File: src/rtl/booth_r4_seq_mult_p.sv
// Sequential radix-4 Booth multiplier.
// One Booth digit of the (WIDTH+2)-bit extended multiplier is retired per clock
// into a 2*WIDTH+4 bit two's-complement accumulator. The multiplicand is kept
// pre-shifted by 2j and the multiplier window is shifted down by two bits per
// digit, so no variable part-selects are needed. Zero digits hold the
// accumulator (write enable low) so it does not toggle. With EARLY_TERM=1 the
// run stops as soon as every remaining Booth digit is known to be zero.
module booth_r4_seq_mult_p #(
    parameter int WIDTH      = 16,
    parameter int EARLY_TERM = 0
) (
    input  logic                              clk,
    input  logic                              reset,
    input  logic                              start,
    input  logic                              signed_mode,
    input  logic [WIDTH-1:0]                  md,
    input  logic [WIDTH-1:0]                  mr,
    output logic                              busy,
    output logic                              done,
    output logic [2*WIDTH-1:0]                product,
    output logic [$clog2(WIDTH/2+2)-1:0]      cycles
);

    localparam int NDIG = WIDTH / 2 + 1;        // digits of the extended multiplier
    localparam int CW   = $clog2(WIDTH / 2 + 2); // width of digit index / cycle count
    localparam int AW   = 2 * WIDTH + 4;        // accumulator width
    localparam int MW   = WIDTH + 3;            // extended multiplier plus window LSB

    localparam logic [CW-1:0] LAST_DIG = CW'(NDIG - 1);

    typedef enum logic [1:0] {
        S_IDLE = 2'd0,
        S_RUN  = 2'd1,
        S_DONE = 2'd2
    } state_t;

    state_t                  state_q, state_d;
    logic signed [AW-1:0]    acc_q, acc_d;
    logic signed [AW-1:0]    md_sh_q, md_sh_d;
    logic        [MW-1:0]    mr_sh_q, mr_sh_d;
    logic        [CW-1:0]    j_q, j_d;
    logic [2*WIDTH-1:0]      product_q, product_d;
    logic        [CW-1:0]    cycles_q, cycles_d;

    logic signed [2:0]       digit;
    logic signed [AW-1:0]    addend;
    logic signed [AW-1:0]    acc_next;
    logic                    acc_we;
    logic                    last_dig;
    logic                    capture;
    logic                    ext_md;
    logic                    ext_mr;

    // Radix-4 Booth recoding of the window {b(2j+1), b(2j), b(2j-1)} to a digit in -2..+2.
    function automatic logic signed [2:0] booth_digit(input logic [2:0] win);
        case (win)
            3'b001, 3'b010: booth_digit = 3'sb001;
            3'b011:         booth_digit = 3'sb010;
            3'b100:         booth_digit = 3'sb110;
            3'b101, 3'b110: booth_digit = 3'sb111;
            default:        booth_digit = 3'sb000;
        endcase
    endfunction

    // Partial product digit*m at full accumulator width; negation is ~x+1.
    function automatic logic signed [AW-1:0] booth_addend(input logic signed [2:0]    dig,
                                                          input logic signed [AW-1:0] m);
        logic signed [AW-1:0] m2;
        m2 = m <<< 1;
        case (dig)
            3'sb001: booth_addend = m;
            3'sb010: booth_addend = m2;
            3'sb111: booth_addend = ~m + AW'(1);
            3'sb110: booth_addend = ~m2 + AW'(1);
            default: booth_addend = '0;
        endcase
    endfunction

    // True when all multiplier bits from the current window MSB upwards agree,
    // i.e. every digit still to come would recode to zero.
    function automatic logic rest_uniform(input logic [MW-3:0] upper);
        rest_uniform = (upper == '0) || (upper == '1);
    endfunction

    assign ext_md = signed_mode & md[WIDTH-1];
    assign ext_mr = signed_mode & mr[WIDTH-1];

    // Next-state, datapath update and operand capture.
    always_comb begin
        state_d   = state_q;
        acc_d     = acc_q;
        md_sh_d   = md_sh_q;
        mr_sh_d   = mr_sh_q;
        j_d       = j_q;
        product_d = product_q;
        cycles_d  = cycles_q;
        capture   = 1'b0;
        acc_we    = 1'b0;
        last_dig  = 1'b0;

        digit    = booth_digit(mr_sh_q[2:0]);
        addend   = booth_addend(digit, md_sh_q);
        acc_next = acc_q + addend;

        case (state_q)
            S_IDLE: begin
                if (start) begin
                    capture = 1'b1;
                end
            end
            S_RUN: begin
                acc_we = (digit != 3'sb000);
                if (acc_we) begin
                    acc_d = acc_next;
                end
                md_sh_d = md_sh_q <<< 2;
                mr_sh_d = {{2{mr_sh_q[MW-1]}}, mr_sh_q[MW-1:2]};
                j_d     = j_q + CW'(1);
                last_dig = (j_q == LAST_DIG) ||
                           ((EARLY_TERM != 0) && rest_uniform(mr_sh_q[MW-1:2]));
                if (last_dig) begin
                    product_d = acc_next[2*WIDTH-1:0];
                    cycles_d  = j_q + CW'(1);
                    state_d   = S_DONE;
                end
            end
            S_DONE: begin
                if (start) begin
                    capture = 1'b1;
                end else begin
                    state_d = S_IDLE;
                end
            end
            default: begin
                state_d = S_IDLE;
            end
        endcase

        if (capture) begin
            md_sh_d = {{(AW-WIDTH){ext_md}}, md};
            mr_sh_d = {{2{ext_mr}}, mr, 1'b0};
            acc_d   = '0;
            j_d     = '0;
            state_d = S_RUN;
        end
    end

    // Control, accumulator and result registers; reset aborts any operation.
    always_ff @(posedge clk) begin
        if (reset) begin
            state_q   <= S_IDLE;
            acc_q     <= '0;
            j_q       <= '0;
            product_q <= '0;
            cycles_q  <= '0;
        end else begin
            state_q   <= state_d;
            acc_q     <= acc_d;
            j_q       <= j_d;
            product_q <= product_d;
            cycles_q  <= cycles_d;
        end
    end

    // Operand shift registers; only meaningful while running, so no reset.
    always_ff @(posedge clk) begin
        md_sh_q <= md_sh_d;
        mr_sh_q <= mr_sh_d;
    end

    assign busy    = (state_q == S_RUN);
    assign done    = (state_q == S_DONE);
    assign product = product_q;
    assign cycles  = cycles_q;

endmodule

File: config.mk
export PLATFORM = sky130hd
export DESIGN_NAME = booth_r4_seq_mult_p
export DESIGN_NICKNAME = d
export VERILOG_FILES = /design/src/rtl/booth_r4_seq_mult_p.sv
export SDC_FILE = /design/constraint.sdc
export NUM_CORES = 1
export LEC_CHECK = 0
export BUFFER_PORTS_ARGS = -buffer_cell sky130_fd_sc_hd__buf_2
export CORE_MARGIN = 2
export CORE_UTILIZATION = 61
export DETAILED_ROUTE_END_ITERATION = 10
export GPL_TIMING_DRIVEN = 0
export PLACE_DENSITY = 0.82
export RECOVER_POWER = 100
export SETUP_SLACK_MARGIN = 0.5
export SYNTH_ARGS = -nofsm -noshare
export SYNTH_HDL_FRONTEND = slang
export SYNTH_SLANG_ARGS = --single-unit
File: constraint.sdc
create_clock -name clk -period 6.75 [get_ports clk]
set_input_delay 1.35 -clock clk [delete_from_list [all_inputs] [get_ports clk]]
set_output_delay 1.35 -clock clk [all_outputs]
set_load 0.02 [all_outputs]
==> results.yml <==
detailed_routing:
  antenna_left: 0
  drt_pass1_iterations: 6
  via_count: 7967
  vias_per_cell: 6.15
  routed_wl_mm: 22.6
  avgRoutedWirePerCell_microns: 17.4
  post-route-drc-count: 0
  drtIter0Drc: 1087
floorplanning:
  core_area_sq_um: 13100
  die_x_microns: 119
  rows: 42
  die_height_microns: 119
  die_area_sq_um: 14300
  floorplan.initialDensity: 0.619
  ios: 74
job:
  maxCapViolCount: 1
sta:
  setup-violations-final: 0
  period_share: 0.849
  rsz0062_at_grt: "no"
  setup_ws_ns: 1.02
  slew_headroom: -0.364
  holdWs_ns: 0.451
  tns_ns: 0
  final.min_clock_period_ns: 5.73
  finalClockSkew_ns: 0.0104
  fmax_mhz: 175
  slew_viol_final: 38
  worst_pin_slew_ns: 2.05
  hold_violations: 0
power:
  p_leak_nw: 3.48
  seqPwrFrac: 0.340
  pwr_density_cell_nw_per_um2: 282
  p_int_mw: 1.71
  p_clk_frac: 0.356
  p_switching_mw: 0.905
  peakVddDrop_mv: 0.223
  swShare: 0.346
  p_comb_frac: 0.304
placement:
  place_congestion: 0.966
  placed_area_sq_um: 8740
  place_hpwl_mm: 16.3
  port_buffers: 73
  place_ws_ns: 1.38
yosys:
  ys_warn_count: 0
  synthCells: 1014
  yosysTopAreaCellShare: 0.185
  yosys_register_bits: 125
  syn_nets: 1085
  synthArstFlopShare: 0
  synth-edff-count: 50
  synth_xor_area_frac: 0.0786
  yosysTopAreaCell: "dfxtp_1"
  syn_avg_cell_area_sq_um: 8.02
  synth_area_sq_um: 8140
  synth-compound-area-share: 0.216
  synth_top_family_by_area: "simple AND/OR/NAND/NOR gates"
  synthSimpleGateAreaFrac: 0.219
  synth.area.top_cells: "dfxtp_1 18%, edfxtp_1 18%, nand2_1 11%"
  synthMuxAreaShare: 0.0149
  ys_seq_area_frac: 0.369
  synth_fa_ha_area_frac: 0.0548
  synth_cell_type_count: 67
  synth_flop_cell: "dfxtp_1"
worst_setup_path:
  path_max_fanout: 7
  critical-path-top-delay-family: "simple AND/OR/NAND/NOR gates"
  worstSetupEndpointType: "register"
  start_kind: "register"
  r2r_cells: 20
  path_class: "register to register"
  crit_buf_inv: 1
  crit_slowest_cell: "or4b_2"
  r2r_start: "md_sh_q[2]"
  cpMostUsedCell: "nor3_1"
  crit_path_max_incr_delay_ns: 0.66
  path_cells: "clkbuf_1 -> or3_1 -> or4_1 -> nor3_1 -> nand3b_1 -> nor3_1 -> nand2b_1 -> xnor2_1 -> a221oi_1 -> a31oi_1 -> ha_1 -> nand2_1 -> o21ai_0 -> nor4_1 -> nor3_1 -> a31oi_1 -> nor3_1 -> o21ai_0 -> or4b_2 -> a31oi_1"
  cp.required_ns: 7.09
  rrSetupSlack_ns: 1.02
  arrival_ns: 6.07
  rr_endpoint: "acc_q[29]"
global_route:
  antenna_found_initial: 0
  grt_start_max_net_pins: 38
  grt_pass1_vias: 7477
  grtUsageTotal: 0.324
  grt_overflow: 0
  grt_pass1_wl_mm: 36.9
clock_tree:
  cts_setup_buffers: 0
  cts-root-buf: "clkbuf_16"
  clkLatencyLatePin_ns: 0.42
  cts-buffers-inserted: 17
  ctsResizeCount: 0
  clk_pin_slew_ns: 0.06
  tritoncts: "built"
  numClockSinks: 125
  htreeDepth: 4
  cts_buffer_depth: 2
  postCtsHoldBufs: 0
finish:
  drive_above_1_share: 0.0705
  syn_to_final_growth_pct: 13.8
  fin_area_sq_um: 9260
  fill_cells: 1125
  final_nets: 1178
  antennaDiodeCount: 0
worst_hold_path:
  min_to: "product[23]"
  worstHoldStart: "product[23]"
  hp-class: "register to register"
  whs_path_depth: 2
outcome:
  violations: "capacitance limit, slew limit"
  status: "finished with violations"
synth_stat cells, types with 3 or more instances:
master,n
o21a_1,5
nand2b_1,12
a31oi_1,16
inv_1,15
a221o_1,7
mux2i_1,11
edfxtp_1,50
nand3_1,16
nand4_1,5
o211ai_1,6
and2_1,6
a22oi_1,11
clkbuf_1,72
o22ai_1,3
nand3b_1,8
o21ai_0,42
nor4_1,3
ha_1,34
a21oi_1,103
a221oi_1,15
or4_1,3
nor2b_1,7
a21o_1,9
a22o_1,16
nand2_1,231
a211oi_1,19
buf_6,3
xnor2_1,43
dfxtp_1,75
nor2_1,60
or3_1,9
xor2_1,30
nor3_1,21
worst min-delay path, stage by stage (launching register included):
cell and delay (ns):
dfxtp_1 0.30, nand2_1 0.05, a21oi_1 0.05
state kept, by name, indices dropped and copies added, names as in the netlist:
signal,count
product,32
cycles,4
md_sh_q,32
j_q,4
mr_sh_q,19
state_q,2
acc_q,32
how the worst max path moves through the flow:
stage	start	endpoint	slack (ns)	depth (start not counted)
floorplan	md_sh_q[2]	product[24]	2.04	20
global placement	md_sh_q[2]	acc_q[29]	1.45	20
detailed placement	md_sh_q[2]	product[29]	1.38	20
CTS	md_sh_q[2]	acc_q[29]	1.30	20
global route	md_sh_q[2]	acc_q[29]	0.53	20
finish	md_sh_q[2]	acc_q[29]	1.02	20
through the flow:
| step | util | power [mW] | instances |
|---|---|---|---|
| after floorplan | - | 1.47 | 1014 |
| after global placement | 0.664 | 1.65 | 1263 |
| after detailed placement | 0.666 | 1.67 | 1264 |
| after CTS | 0.711 | 2.60 | 1296 |
| after global routing | 0.705 | 2.73 | 1296 |
| final | 0.705 | 2.62 | 1296 |
per-layer routing:
layer,GRT usage,up-vias,routed length (microns)
li1,-,3795,-
met1,0.428,3672,9660
met2,0.513,433,10200
met3,0.0694,67,2000
met4,0.142,0,692
met5,0,-,0
layout make-up:
class	instances	area (sq um)	share of cell area
clock buffer	18	429	0.0464
sequential	125	3000	0.324
multi-input combinational	793	4740	0.512
timing repair buffer	74	320	0.0346
buffer	79	317	0.0342
inverter	17	63.8	0.00689
clock inverter	14	169	0.0182
tap	176	220	0.0238
layout by cell type, fill, tap and decap left out, types with 8 or more instances in the layout:
cell type,n
nand2_1,231
nor2_1,60
a31oi_1,16
edfxtp_1,50
a221oi_1,15
a21o_1,9
a22oi_1,11
ha_1,34
clkbuf_16,17
nand3b_1,8
or3_1,10
dfxtp_1,75
a21oi_1,103
o21ai_0,44
nand2b_1,12
nand3_1,16
a211oi_1,19
xor2_1,30
nor3_1,21
mux2i_1,11
xnor2_1,43
inv_1,15
a22o_1,16
buf_2,35
clkbuf_1,115
power groups by stage:
stage / combinational [mW] / clock, mW / sequential (mW)
6_report: 0.795 / 0.932 / 0.888
5_1_grt: 0.866 / 0.971 / 0.894
4_1_cts: 0.776 / 0.936 / 0.886
3_5_place_dp: 0.765 / 0 / 0.901
3_3_place_gp: 0.750 / 0 / 0.901
2_1_floorplan: 0.574 / 0 / 0.893
kinds of logic (layout without fill, tap and decap cells):
kind of cell / count (synthesis) / in the layout
AND/OR/NAND/NOR: 398 / 398
flip-flops: 125 / 125
XOR/XNOR: 73 / 73
buffers and inverters: 96 / 202
multiplexers: 12 / 12
adder cells (fa/ha/maj): 35 / 35
AO/OA/AOI/OAI: 275 / 275
Note: power is estimated with default switching activity, not from simulation.
